### src/rtl/mod_n_updown_counter_if.sv
// Control/status bundle for mod_n_updown_counter: the master drives commands,
// and the counter (slave) returns its count and the status pulses.
interface mod_n_updown_counter_if #(
  parameter int WIDTH = 3
);
  logic             clr;
  logic             load;
  logic [WIDTH-1:0] load_val;
  logic             en;
  logic             up_dn;
  logic [WIDTH-1:0] count;
  logic             tc;
  logic             wrap;
  logic             load_err;

  modport master (
    output clr, load, load_val, en, up_dn,
    input  count, tc, wrap, load_err
  );

  modport slave (
    input  clr, load, load_val, en, up_dn,
    output count, tc, wrap, load_err
  );
endinterface

### src/rtl/mod_n_updown_counter.sv
// Modulo-N up/down counter with clear, clamped load, cascade tc and wrap/load_err pulses.
// Define MOD_N_CNT_SAT_EN to saturate at the range ends instead of wrapping.
module mod_n_updown_counter #(
  parameter int MODULUS = 6,
  parameter int WIDTH   = 3
) (
  input  logic                  clk,
  input  logic                  rst,
  mod_n_updown_counter_if.slave bus
);

  if (WIDTH < 1 || WIDTH > 31 || MODULUS < 2 || MODULUS > (1 << WIDTH)) begin : g_bad_cfg
    $error("mod_n_updown_counter: MODULUS must be in 2..2**WIDTH");
  end

  localparam logic [WIDTH-1:0] MAXV = WIDTH'(MODULUS - 1);

  logic [WIDTH-1:0] cnt_q, cnt_d;
  logic             wrap_q, wrap_d;
  logic             lerr_q, lerr_d;
  logic             at_top, at_bot;

  assign at_top = (cnt_q == MAXV);
  assign at_bot = (cnt_q == '0);

  always_comb begin
    cnt_d  = cnt_q;
    wrap_d = 1'b0;
    lerr_d = 1'b0;
    if (bus.clr) begin
      cnt_d = '0;
    end else if (bus.load) begin
      // Out-of-range loads clamp to the top of the range and flag the error.
      if (bus.load_val > MAXV) begin
        cnt_d  = MAXV;
        lerr_d = 1'b1;
      end else begin
        cnt_d = bus.load_val;
      end
    end else if (bus.en) begin
      if (bus.up_dn) begin
        if (at_top) begin
`ifdef MOD_N_CNT_SAT_EN
          cnt_d  = MAXV;
`else
          cnt_d  = '0;
          wrap_d = 1'b1;
`endif
        end else begin
          cnt_d = cnt_q + WIDTH'(1);
        end
      end else begin
        if (at_bot) begin
`ifdef MOD_N_CNT_SAT_EN
          cnt_d  = '0;
`else
          cnt_d  = MAXV;
          wrap_d = 1'b1;
`endif
        end else begin
          cnt_d = cnt_q - WIDTH'(1);
        end
      end
    end
  end

  always_ff @(posedge clk or negedge rst) begin
    if (!rst) begin
      cnt_q  <= '0;
      wrap_q <= 1'b0;
      lerr_q <= 1'b0;
    end else begin
      cnt_q  <= cnt_d;
      wrap_q <= wrap_d;
      lerr_q <= lerr_d;
    end
  end

  // Combinational so a cascaded stage steps on the same edge this one wraps.
  assign bus.tc       = bus.en & ((bus.up_dn & at_top) | (~bus.up_dn & at_bot));
  assign bus.count    = cnt_q;
  assign bus.wrap     = wrap_q;
  assign bus.load_err = lerr_q;

endmodule
### src/flat_wrapper.sv
// flat-port wrapper written by rule: the top's interface ports become plain ports
module mod_n_updown_counter_flat 
#(
  parameter int MODULUS = 6,
  parameter int WIDTH   = 3
)
  (clk, rst, bus_clr, bus_load, bus_load_val, bus_en, bus_up_dn, bus_count, bus_tc, bus_wrap, bus_load_err);
  mod_n_updown_counter_if #(.WIDTH(WIDTH)) bus_i ();
  input  logic clk;
  input  logic rst;
  input wire logic [$bits(bus_i.clr)-1:0] bus_clr;
  input wire logic [$bits(bus_i.load)-1:0] bus_load;
  input wire logic [$bits(bus_i.load_val)-1:0] bus_load_val;
  input wire logic [$bits(bus_i.en)-1:0] bus_en;
  input wire logic [$bits(bus_i.up_dn)-1:0] bus_up_dn;
  output wire logic [$bits(bus_i.count)-1:0] bus_count;
  output wire logic [$bits(bus_i.tc)-1:0] bus_tc;
  output wire logic [$bits(bus_i.wrap)-1:0] bus_wrap;
  output wire logic [$bits(bus_i.load_err)-1:0] bus_load_err;
  assign bus_i.clr = bus_clr;
  assign bus_i.load = bus_load;
  assign bus_i.load_val = bus_load_val;
  assign bus_i.en = bus_en;
  assign bus_i.up_dn = bus_up_dn;
  assign bus_count = bus_i.count;
  assign bus_tc = bus_i.tc;
  assign bus_wrap = bus_i.wrap;
  assign bus_load_err = bus_i.load_err;
  mod_n_updown_counter #(.MODULUS(MODULUS), .WIDTH(WIDTH)) u_core (.clk(clk), .rst(rst), .bus(bus_i));
endmodule
### config.mk
export PLATFORM = sky130hd
export DESIGN_NAME = mod_n_updown_counter_flat
export DESIGN_NICKNAME = d
export VERILOG_FILES = /design/src/rtl/mod_n_updown_counter_if.sv /design/src/rtl/mod_n_updown_counter.sv /design/src/flat_wrapper.sv
export SDC_FILE = /design/constraint.sdc
export NUM_CORES = 1
export LEC_CHECK = 0
export ABC_AREA = 1
export CORE_AREA = 2 2 39 41
export DETAILED_ROUTE_END_ITERATION = 8
export DIE_AREA = 0 0 41 43
export PLACE_DENSITY = 0.61
export SYNTH_ARGS = -nofsm -noshare
export SYNTH_HDL_FRONTEND = slang
export SYNTH_SLANG_ARGS = --single-unit
### constraint.sdc
create_clock -name clk -period 3.1 [get_ports clk]
set_clock_uncertainty 0.05 [all_clocks]
set_input_delay 0.62 -clock clk [delete_from_list [all_inputs] [get_ports clk]]
set_output_delay 0.62 -clock clk [all_outputs]
set_load 0.01 [all_outputs]
==> impl_metrics.env, run 1 <==
export IMPL_run_status="finished clean"
export IMPL_fmax_mhz=377
export IMPL_cp_num_buf_inv=4
export IMPL_fin_nets=82
export IMPL_syn_nets=63
export IMPL_crit_path_start="bus_up_dn"
export IMPL_final_cell_mix="nand2_1 (19), clkdlybuf4s50_1 (14), inv_1 (7), nand3_1 (7), dfrtp_1 (5)"
export IMPL_area_delta_synth_final_pct=53.4
export IMPL_p_leak_nw=0.274
export IMPL_grt_pass1_vias=333
export IMPL_reg2regPathDepth=5
export IMPL_clk_latency_ps=240
export IMPL_synth_seq_area_share=0.358
export IMPL_peakVddDrop_mv=0.232
export IMPL_rrSetupSlack_ps=1980
export IMPL_num_antenna_cells=0
export IMPL_worst_pin_slew_ps=232
export IMPL_synth_seq_cells=5
export IMPL_clk_pin_slew_ps=40
export IMPL_ant_nets=0
export IMPL_powerDensity_mw_per_mm2=396
export IMPL_final_common_cell="nand2_1"
export IMPL_synth_cells=54
export IMPL_p_total_uw=212
export IMPL_h_tree_depth=1
export IMPL_vias=376
export IMPL_yosysUniqueCellTypes=12
export IMPL_numClockSinks=5
export IMPL_timing_rr_start="u_core.bus.count[1]"
export IMPL_antenna_found_initial=0
export IMPL_cts_resized=0
export IMPL_path_cells="clkdlybuf4s50_1 > inv_1 > nand2_1 > nand3_1 > inv_1 > clkdlybuf4s50_1"
export IMPL_track_usage=0.117
export IMPL_worst_path_max_fanout=4
export IMPL_critPathArrivalTime_ps=1980
export IMPL_fp_dieArea_mm2=0.00176
export IMPL_grt_setup_unrepaired="false"
export IMPL_fillers=152
export IMPL_portBuffers=14
export IMPL_syn_avg_cell_area_um2=6.46
export IMPL_crit_end="bus_tc"
export IMPL_first_iter_violations=5
export IMPL_drcViolationCount=0
export IMPL_max_stage_delay_ps=520
export IMPL_cts_tree="done"
export IMPL_critPathTopFamily="buffers and inverters"
export IMPL_overflow=0
export IMPL_gp_congestion=0.782
export IMPL_fin_crit_ps=2650
export IMPL_finalSetupViolCount=0
export IMPL_max_slew_margin_rel=0.846
export IMPL_cp_start_kind="input port"
export IMPL_yosysWarnings=0
export IMPL_crit_type="input port to output port"
export IMPL_root_buffer="clkbuf_4"
export IMPL_drv_slew=0
export IMPL_hold_buffers=0
export IMPL_r2r_end="u_core.bus.wrap"
export IMPL_routed_wl_um=774
export IMPL_wl_per_cell_um=8.80
export IMPL_end_kind="output port"
export IMPL_cts_buffers=3
export IMPL_setup_tns_ps=0
export IMPL_post_drt_via_cell_ratio=4.27
export IMPL_initial_core_util=0.252
export IMPL_grt_max_degree=8
export IMPL_max_cap_violations=0
export IMPL_die_h_um=43
export IMPL_rows=14
export IMPL_die_x_um=41
export IMPL_place_hpwl_um=632
export IMPL_finalHoldViolations=0
export IMPL_cts_setup_buffers=0
export IMPL_clock_path_buffers=2
export IMPL_worst_path_stages=6
export IMPL_synthesis_area_um2=349
export IMPL_slowest_stage="clkdlybuf4s50_1"
export IMPL_drt_pass1_iter_count=4
export IMPL_drive_gt1_frac=0.153
export IMPL_period_share=0.855
export IMPL_crit_required_ps=2430
export IMPL_num_io_pins=15
export IMPL_grt_first_pass_wirelength_um=1360
export IMPL_core_region_area_mm2=0.00138
export IMPL_hp_class="input port to async pin"
-- registers in the layout (all words and copies together), names as in the netlist --
signal,flops
u_core.bus.count,3
u_core.bus.load_err,1
u_core.bus.wrap,1
-- stage by stage --
stage	instance area [µm²]	instances	setup slack (ps)	util	hold slack, ps
after global placement	509	84	456	0.368	543
final	536	88	448	0.387	549
after detailed placement	509	84	452	0.368	550
after CTS	536	88	447	0.387	547
after floorplan	349	54	1520	-	274
after global routing	536	88	390	0.387	571
-- layer usage --
layer | track usage | share of wire | vias to the layer above
met4 | 0.0800 | 0.017 | 0
met3 | 0.0314 | 0.039 | 2
li1 | - | - | 205
met2 | 0.153 | 0.47 | 9
met1 | 0.160 | 0.47 | 160
met5 | 0 | 0 | -
-- power breakdown --
part	total (mW)	switching, mW	internal, mW
Clock	0.0734	0.0248	0.0486
Combinational	0.0613	0.0304	0.0309
Sequential	0.0773	0.00729	0.0700
Total	0.212	0.0626	0.149
-- cells by family after synthesis --
logic type      count (synthesis)  synth area share
compound gates                  4            0.0645
flops                           5             0.358
buf+inv                         9            0.0968
simple gates                   36             0.480
-- cell usage after synthesis --
cell type	instances	share of area
a21oi_1	2	0.029
dfrtp_1	5	0.36
inv_1	7	0.075
inv_2	2	0.022
nand2_1	19	0.20
nand2_2	4	0.072
nand3_1	7	0.10
nand3_2	1	0.029
nor2_1	3	0.032
nor3_1	1	0.014
nor3_2	1	0.029
o22ai_1	2	0.036
-- cell type report --
class | instances | area (µm²) | area share
Sequential cell | 5 | 125 | 0.234
Tap cell | 16 | 20.0 | 0.0374
Multi-Input combinational cell | 40 | 190 | 0.355
Timing Repair Buffer | 14 | 140 | 0.262
Clock buffer | 4 | 26.3 | 0.0491
Inverter | 9 | 33.8 | 0.0631
-- worst min path at each step --
stage,from,endpoint
floorplan,rst,u_core.bus.count[0]
global placement,u_core.bus.count[2],u_core.bus.count[2]
detailed placement,u_core.bus.count[2],u_core.bus.count[2]
CTS,rst,u_core.bus.count[0]
global route,rst,u_core.bus.load_err
finish,rst,u_core.bus.count[2]
(Power assumes the default switching activity.)
==> inputs of run 2 (changes only) <==
==> constraint.sdc (replaced) <==
create_clock -name clk -period 3.1 [get_ports clk]
set_clock_uncertainty 0.05 [all_clocks]
set_input_delay 0.31 -clock clk [delete_from_list [all_inputs] [get_ports clk]]
set_output_delay 0.31 -clock clk [all_outputs]
set_load 0.01 [all_outputs]
==> results of run 2 <==
Same layout as run 1 (identical final DEF). Status: finished clean.
Among the figures that moved: setup slack after placement 452 ps -> 1070 ps; setup slack after layout 448 ps -> 1070 ps; hold slack 549 ps -> 239 ps
